--- src/rtl/kbonacci_gen.sv ---
// kbonacci_gen: programmable k-bonacci term generator.
// Streams n terms on valid/ready; wrap or saturate on overflow.
module kbonacci_gen #(
    parameter int width    = 32,
    parameter int order    = 3,
    parameter int cnt_w    = 16,
    parameter bit saturate = 1'b0
) (
    input  logic             clk,
    input  logic             rst,
    input  logic             seed_we,
    input  logic [2:0]       seed_idx,
    input  logic [width-1:0] seed_data,
    input  logic             start,
    input  logic [cnt_w-1:0] n_terms,
    input  logic             abort,
    output logic             out_valid,
    input  logic             out_ready,
    output logic [width-1:0] out_data,
    output logic [cnt_w-1:0] out_idx,
    output logic             busy,
    output logic             done,
    output logic             ovf
);

    localparam logic [1:0] IDLE = 2'd0;
    localparam logic [1:0] RUN  = 2'd1;
    localparam logic [1:0] DONE = 2'd2;

    logic [1:0]       state;
    logic [width-1:0] s [order];
    logic [width-1:0] w [order];
    logic [cnt_w-1:0] remaining;
    logic [width+2:0] sum;
    logic             sum_ovf;
    logic [width-1:0] nxt;
    logic             hs;
    logic             last;
    logic             load;

    assign hs        = (state == RUN) && out_ready && !abort;
    assign last      = (remaining == cnt_w'(1));
    assign load      = (state == IDLE) && start && (n_terms != '0);
    assign out_valid = (state == RUN);
    assign busy      = (state == RUN);
    assign done      = (state == DONE);
    assign out_data  = w[0];

    // Sum of the whole window, 3 guard bits cover up to 8 terms
    always_comb begin
        sum = '0;
        for (int i = 0; i < order; i++) begin
            sum = sum + {3'b000, w[i]};
        end
    end

    assign sum_ovf = |sum[width+2:width];
    assign nxt     = (saturate && sum_ovf) ? '1 : sum[width-1:0];

    // Seed bank: writable only while idle, out-of-range indices never match
    always_ff @(posedge clk or posedge rst) begin
        if (rst) begin
            for (int i = 0; i < order; i++) begin
                s[i] <= (i == 0) ? '0 : width'(1);
            end
        end else if (state == IDLE && seed_we) begin
            for (int i = 0; i < order; i++) begin
                if (seed_idx == 3'(i)) begin
                    s[i] <= seed_data;
                end
            end
        end
    end

    // Window: reload from the seed bank on start, shift on each handshake
    always_ff @(posedge clk or posedge rst) begin
        if (rst) begin
            for (int i = 0; i < order; i++) begin
                w[i] <= (i == 0) ? '0 : width'(1);
            end
        end else if (load) begin
            for (int i = 0; i < order; i++) begin
                w[i] <= s[i];
            end
        end else if (hs) begin
            for (int i = 0; i < order - 1; i++) begin
                w[i] <= w[i+1];
            end
            w[order-1] <= nxt;
        end
    end

    // Control: state, remaining count, term index and sticky overflow
    always_ff @(posedge clk or posedge rst) begin
        if (rst) begin
            state     <= IDLE;
            remaining <= '0;
            out_idx   <= '0;
            ovf       <= 1'b0;
        end else begin
            unique case (state)
                IDLE: begin
                    if (start) begin
                        ovf <= 1'b0;
                        if (n_terms != '0) begin
                            remaining <= n_terms;
                            out_idx   <= '0;
                            state     <= RUN;
                        end else begin
                            state <= DONE;
                        end
                    end
                end
                RUN: begin
                    if (abort) begin
                        state <= IDLE;
                    end else if (out_ready) begin
                        remaining <= remaining - cnt_w'(1);
                        if (sum_ovf) begin
                            ovf <= 1'b1;
                        end
                        if (last) begin
                            state <= DONE;
                        end else begin
                            out_idx <= out_idx + cnt_w'(1);
                        end
                    end
                end
                DONE: begin
                    state <= IDLE;
                end
                default: begin
                    state <= IDLE;
                end
            endcase
        end
    end

endmodule

--- config.mk ---
export PLATFORM = sky130hd
export DESIGN_NAME = kbonacci_gen
export DESIGN_NICKNAME = d
export VERILOG_FILES = /design/src/rtl/kbonacci_gen.sv
export SDC_FILE = /design/constraint.sdc
export NUM_CORES = 1
export LEC_CHECK = 0
export CAP_MARGIN = 30
export CORE_ASPECT_RATIO = 0.9
export CORE_UTILIZATION = 45
export CTS_BUF_LIST = sky130_fd_sc_hd__clkbuf_8
export CTS_CLUSTER_SIZE = 12
export DETAILED_ROUTE_END_ITERATION = 8
export PLACE_DENSITY_LB_ADDON = 0.1
export SETUP_SLACK_MARGIN = 0.02
export SLEW_MARGIN = 20
export SYNTH_ARGS = -nofsm -noshare
export SYNTH_HDL_FRONTEND = slang
export SYNTH_SLANG_ARGS = --single-unit
--- constraint.sdc ---
create_clock -name clk -period 6.6 [get_ports clk]
set_input_delay 0.99 -clock clk [delete_from_list [all_inputs] [get_ports clk]]
set_output_delay 0.99 -clock clk [all_outputs]
set_load 0.03 [all_outputs]
==> impl_metrics.env, run 1 <==
export IMPL_detail_route_antenna_nets=0
export IMPL_power_internal_mw=4.74
export IMPL_skew_ns=0.0318
export IMPL_timing_hold_worst_class="flip-flop to flip-flop"
export IMPL_timing_hold_worst_path_depth=1
export IMPL_post_dp_cell_area_um2=13400
export IMPL_clock_tree_root_cell="clkbuf_8"
export IMPL_post_route_cells_drive_above_1_share_pct=14.8
export IMPL_global_route_total_usage_across_every_layer_pct=21.2
export IMPL_floorplan_rows=56
export IMPL_synthesis_area_per_instance_um2=11.0
export IMPL_htree_num_levels=2
export IMPL_finalNetCount=1303
export IMPL_switching_share_pct=42.9
export IMPL_crit_type="flip-flop to flip-flop"
export IMPL_peakVddDrop_mv=0.266
export IMPL_io_pin_count=109
export IMPL_count_leader_synth="dfrtp_1"
export IMPL_maximum_number_of_pins_on_one_net_before_global_route_repair=149
export IMPL_finalSetupViolCount=0
export IMPL_syn_to_final_growth_pct=16.8
export IMPL_worst_r2r_startpoint="w[0]$_DFFE_PP1P_"
export IMPL_power_frac_comb_pct=53.7
export IMPL_worst_slew_pin_slew_ns=0.820
export IMPL_total_leakage_power_nw=6.34
export IMPL_relSlewSlack_pct=45.3
export IMPL_buffers_from_clock_root_to_sink_at_most=3
export IMPL_synth_net_count=1235
export IMPL_share_of_synthesized_area_occupied_by_flip_flops_and_latches_pct=46.7
export IMPL_die_area_um2=27700
export IMPL_final_period_minus_worst_setup_slack_ns=3.74
export IMPL_dp_hpwl_mm=17.8
export IMPL_worst_setup_path_start_kind="flip-flop"
export IMPL_first_global_vias=8919
export IMPL_power_net_switching_mw=3.56
export IMPL_cts_tree="yes"
export IMPL_fill_cells=2380
export IMPL_dr_total_vias=8759
export IMPL_replace_congestion=0.819
export IMPL_cts_buffers_inserted=41
export IMPL_end_kind="flip-flop"
export IMPL_final_period_utilization_pct=56.7
export IMPL_mappedNetlistArea_um2=12200
export IMPL_drt_vias_per_instance=5.64
export IMPL_rrSetupSlack_ns=2.86
export IMPL_detailedRoute_firstIterationViolations=588
export IMPL_status="complete, no violations"
export IMPL_max_freq_mhz=267
export IMPL_core_region_area_um2=26300
export IMPL_clock_latency_ns=0.53
export IMPL_total_overflow_reported_by_the_global_router=0
export IMPL_timing_rr_end="w[31]$_DFFE_PP0P_"
export IMPL_clk_pin_slew_ns=0.06
export IMPL_timing_reg2reg_worst_path_depth=14
export IMPL_power_sequential_fraction_pct=30.3
export IMPL_layoutNonFillerInstCount=1554
export IMPL_final_design_area_excluding_fillers_um2=14200
export IMPL_route_detailed_wl_per_inst_um=18.0
export IMPL_unrepaired_setup_endpoints_after_global_routing="no"
export IMPL_first_pass_iters=4
export IMPL_grt_first_pass_wirelength_mm=46.8
export IMPL_synthTopCellsByCount="dfrtp_1, mux2_2, and3_1"
export IMPL_synth_seq_cells=227
export IMPL_whs_ns=0.477
export IMPL_whs_endpoint="s[93]$_DFFE_PP0P_"
export IMPL_post_synth_top_area_cell="dfrtp_1"
export IMPL_chipWidth_um=175
export IMPL_drcViolationCount=0
export IMPL_post_synth_top_area_fraction_pct=45.8
export IMPL_finalPower_mw=8.31
export IMPL_worstPathMaxFanout=4
export IMPL_drt_wl_total_mm=28.0
export IMPL_antenna_found_initial=1
export IMPL_async_flop_share_pct=100
export IMPL_initial_core_util_pct=46.2
export IMPL_synth_ff_type="dfrtp_1"
export IMPL_timing_critical_path_required_ns=7.00
export IMPL_power_per_cell_area_nw_per_um2=584
export IMPL_buffer_ports_inserted=108
export IMPL_total_negative_setup_slacks_ns=0
export IMPL_ys_top_cells_by_area="dfrtp_1, mux2_2, fa_1, a221o_1, and3_1"
export IMPL_gate_count_of_the_mapped_netlist=1111
export IMPL_power_share_clock_pct=16.0
export IMPL_crit_arrival_ns=4.14
export IMPL_yosysUniqueCellTypes=65
export IMPL_min_from="s[93]$_DFFE_PP0P_"
export IMPL_fp_dieH_um=158
export IMPL_hold_buffers=0
export IMPL_yosysWarningCount=0
export IMPL_synth_edff_count=0
export IMPL_number_of_diodes_added_for_antenna_fixing=0
export IMPL_cts_sinks=227
export IMPL_post_cts_resized=0
export IMPL_cts_repair_timing_setup_buffer_count=0
export IMPL_timing_hold_violations_final=0
export IMPL_maxCapViolCount=0
export IMPL_place_detailed_instances=1481
export IMPL_slew_violations=0
[worst max path at each step]
stage / from / to / slack (ns) / depth (start not counted)
after global routing: w[0]$_DFFE_PP1P_ / w[31]$_DFFE_PP0P_ / 2.65 / 14
final: w[0]$_DFFE_PP1P_ / w[31]$_DFFE_PP0P_ / 2.86 / 14
after detailed placement: out_ready / out_idx[13]$_DFFE_PP0P_ / 2.54 / 9
after floorplan: rst / out_data[0]$_DFFE_PP0P_ / 2.65 / 1
after global placement: out_ready / out_idx[15]$_DFFE_PP0P_ / 2.66 / 9
after CTS: w[0]$_DFFE_PP1P_ / w[31]$_DFFE_PP0P_ / 2.79 / 14
[layer usage]
metal / vias to the layer above / GRT usage, % / wire length (µm) / part of all wire (%)
met1: 4355 / 30.2 / 13800 / 49
met5: - / 0 / 16 / 0.057
met3: 39 / 3.75 / 1260 / 4.5
met4: 2 / 4.93 / 425 / 1.5
li1: 4192 / - / - / -
met2: 171 / 33.7 / 12600 / 45
[critical path, stage by stage (launching register included)]
cell,delay (ns)
dfstp_2,0.51
inv_1,0.07
fa_1,0.39
inv_1,0.06
ha_1,0.19
inv_1,0.07
fa_1,0.40
nor2b_1,0.16
o2111ai_1,0.23
a2111oi_2,0.56
nor3_2,0.15
o21ai_1,0.30
a41o_1,0.27
xnor2_1,0.15
o22ai_1,0.10
[cell usage in the layout (no fill, tap or decap), drive strengths merged, types with 9 or more instances in the layout]
master and count:
a21o 11, a21oi 70, a221o 57, and3 76
buf 15, clkbuf 53, clkdlybuf4s50 108, dfrtp 223
fa 33, ha 34, inv 37, mux2 96
nand2 51, nand3 20, nor2 74, nor3 32
nor4 9, o21ai 52, o22ai 13, xnor2 16
xor2 20
[cell type report]
class / instances / area [µm²] / area share (%)
Multi-Input combinational cell: 761 / 5920 / 41.6
Sequential cell: 227 / 5690 / 40.0
Timing Repair Buffer: 123 / 1260 / 8.85
Clock buffer: 53 / 729 / 5.13
Tap cell: 348 / 435 / 3.06
Inverter: 25 / 97.6 / 0.686
Clock inverter: 17 / 96.3 / 0.677
[cell families after synthesis]
kind of cell	count (synthesis)	share of synthesized area [%]
muxes	98	9.04
adders and majority gates	67	8.92
xor gates and xnor gates	36	2.59
AOI/OAI and AO/OA	264	15.2
buffers and inverters	123	4.95
and+or+nand+nor	296	12.6
DFF	227	46.7
[state kept, by name (all words and copies together), names as in the netlist]
| name | count |
|---|---|
| s | 96 |
| w | 64 |
| out_data | 32 |
| out_idx | 16 |
| remaining | 16 |
| state | 2 |
| ovf | 1 |
[power by group through the flow]
stage	Clock [mW]	Combinational, mW	Sequential [mW]
floorplan	0	3.53	2.41
global placement	0	4.40	2.53
detailed placement	0	4.44	2.54
CTS	1.38	4.48	2.52
global route	1.44	5.02	2.62
finish	1.33	4.46	2.52
[stage by stage]
step	utilization (%)	setup WS (ns)
3_5_place_dp	50.7	2.54
6_report	54.0	2.86
2_1_floorplan	-	2.65
3_3_place_gp	50.6	2.66
4_1_cts	53.8	2.79
5_1_grt	54.0	2.65
(Power assumes the default switching activity.)
==> inputs of run 2 (changes only) <==
Clock period 6.6 ns to 3.4 ns, I/O delays scaled along.
==> run 2 against run 1 <==
Register-to-register slack worse by 2.7 ns. Core utilization rose by 1.1 points. Clock skew is 0.016 ns lower. Die area unchanged. Worst setup slack worse by 2.7 ns. Maximum frequency grew 17%. Clock power grew 83%. Cell area increased by 2.0%. Power grew 100%. Critical path depth fell by 1. Non-clock buffer count increased by 17. Critical path type unchanged.
==> impl_metrics.env, run 2 (synthesis gave the netlist of run 1 again) <==
export IMPL_first_global_vias=8959
export IMPL_timing_hold_worst_class="input pin to async pin"
export IMPL_power_per_cell_area_nw_per_um2=1170
export IMPL_peakVddDrop_mv=0.528
export IMPL_path_cells="fa_1 > ha_4 > inv_1 > fa_2 > nor2b_4 > o2111ai_4 > a2111oi_4 > nor3_4 > buf_6 > o31ai_4 > a21oi_2 > xnor2_1 > o21ai_1"
export IMPL_worst_setup_path_start_kind="flip-flop"
export IMPL_rrSetupSlack_ns=0.19
export IMPL_detail_route_antenna_nets=0
export IMPL_cts_sinks=227
export IMPL_drcViolationCount=0
export IMPL_clock_latency_ns=0.55
export IMPL_relSlewSlack_pct=37.8
export IMPL_unrepaired_setup_endpoints_after_global_routing="yes"
export IMPL_end_kind="flip-flop"
export IMPL_worstPathMaxFanout=3
export IMPL_drt_wl_total_mm=28.3
export IMPL_post_route_cells_drive_above_1_share_pct=18.1
export IMPL_first_pass_iters=5
export IMPL_die_area_um2=27700
export IMPL_floorplan_rows=56
export IMPL_global_route_total_usage_across_every_layer_pct=21.4
export IMPL_dr_total_vias=8909
export IMPL_total_leakage_power_nw=6.40
export IMPL_final_period_minus_worst_setup_slack_ns=3.21
export IMPL_place_detailed_instances=1499
export IMPL_clk_pin_slew_ns=0.06
export IMPL_cts_tree="yes"
export IMPL_dp_hpwl_mm=18.2
export IMPL_syn_to_final_growth_pct=19.2
export IMPL_post_route_util_pct=55.1
export IMPL_status="complete, no violations"
export IMPL_initial_core_util_pct=46.2
export IMPL_most_flop_heavy_register="s"
export IMPL_max_freq_mhz=311
export IMPL_core_region_area_um2=26300
export IMPL_detailedRoute_firstIterationViolations=413
export IMPL_timing_critical_path_slowest_cell_delay_ns=0.59
export IMPL_maxCapViolCount=0
export IMPL_largest_register_ffs=96
export IMPL_buffer_ports_inserted=108
export IMPL_drt_vias_per_instance=5.69
export IMPL_buffers_from_clock_root_to_sink_at_most=3
export IMPL_layoutNonFillerInstCount=1567
export IMPL_worst_slew_pin_slew_ns=0.933
export IMPL_total_overflow_reported_by_the_global_router=0
export IMPL_crit_arrival_ns=3.63
export IMPL_layout_cells_most_common_list="dfrtp_1, clkdlybuf4s50_1, mux2_2, and3_1, nor2_1"
export IMPL_clock_tree_root_cell="clkbuf_8"
export IMPL_htree_num_levels=2
export IMPL_skew_ns=0.0161
export IMPL_layout_cells_most_common="dfrtp_1"
export IMPL_io_pin_count=109
export IMPL_cts_buffers_inserted=40
export IMPL_final_period_utilization_pct=94.5
export IMPL_timing_reg2reg_worst_path_depth=13
export IMPL_hold_buffers=0
export IMPL_fp_dieH_um=158
export IMPL_finalSetupViolCount=0
export IMPL_chipWidth_um=175
export IMPL_timing_hold_violations_final=0
export IMPL_maximum_number_of_pins_on_one_net_before_global_route_repair=98
export IMPL_total_negative_setup_slacks_ns=0
export IMPL_antenna_found_initial=1
export IMPL_slew_violations=0
export IMPL_grt_first_pass_wirelength_mm=47.5
export IMPL_finalNetCount=1319
export IMPL_timing_critical_path_required_ns=3.82
export IMPL_replace_congestion=0.836
export IMPL_route_detailed_wl_per_inst_um=18.1
export IMPL_number_of_diodes_added_for_antenna_fixing=0
export IMPL_crit_slowest_cell="fa_1"
export IMPL_crit_type="flip-flop to flip-flop"
## run 2: timing repair
action                                  in CTS  in global routing
resized for setup                            5                 34
endpoints found under the setup margin       7                 11
setup buffers                                0                  2
gates cloned                                 0                  0
pin swaps                                    3                 12
## run 2: per-stage QoR
step           power, mW  hold slack, ns  setup slack, ns  cell area (µm²)
2_1_floorplan       11.5           0.447          -0.0727            12200
3_3_place_gp        13.8           0.459          -0.0694            13500
6_report            17.0           0.437            0.187            14500
4_1_cts             16.5           0.433           0.0372            14300
5_1_grt             18.5           0.477          0.00995            14500
3_5_place_dp        13.8           0.467           -0.115            13500
## run 2: where the power goes
part / internal (mW) / switching (mW)
Sequential: 3.93 / 0.950
Clock: 1.33 / 1.11
Combinational: 4.38 / 5.26
Total: 9.64 / 7.31
## run 2: worst paths after layout
kind	startpoint	endpoint
max in group asynchronous	rst	s[0]$_DFFE_PP1P_
min in group clk	s[93]$_DFFE_PP0P_	s[93]$_DFFE_PP0P_
min	rst	out_data[24]$_DFFE_PP0P_
min reg2reg	s[93]$_DFFE_PP0P_	s[93]$_DFFE_PP0P_
max	w[1]$_DFFE_PP0P_	w[27]$_DFFE_PP0P_
max reg2reg	w[1]$_DFFE_PP0P_	w[27]$_DFFE_PP0P_
## run 2: layout make-up
type	instances	area, µm²
Clock buffer	51	702
Inverter	25	97.6
Clock inverter	15	66.3
Multi-Input combinational cell	761	6100
Fill cell	2387	11800
Tap cell	348	435
Sequential cell	227	5690
Timing Repair Buffer	140	1420
## run 2: layer usage
| metal | routed length [µm] | vias to the layer above | track usage, % |
|---|---|---|---|
| met2 | 12700 | 178 | 33.2 |
| met4 | 437 | 2 | 5.92 |
| met3 | 1270 | 43 | 3.65 |
| li1 | - | 4229 | - |
| met1 | 13800 | 4457 | 31.0 |
| met5 | 12 | - | 0 |
## run 2: critical path: cells and delay by family (launching register included)
kind / cells / cell delay (ns)
adders and majority gates: 3 / 1.12
DFF: 1 / 0.39
and+or+nand+nor: 2 / 0.26
buffers and inverters: 2 / 0.20
xor gates and xnor gates: 1 / 0.16
AOI/OAI and AO/OA: 5 / 0.95
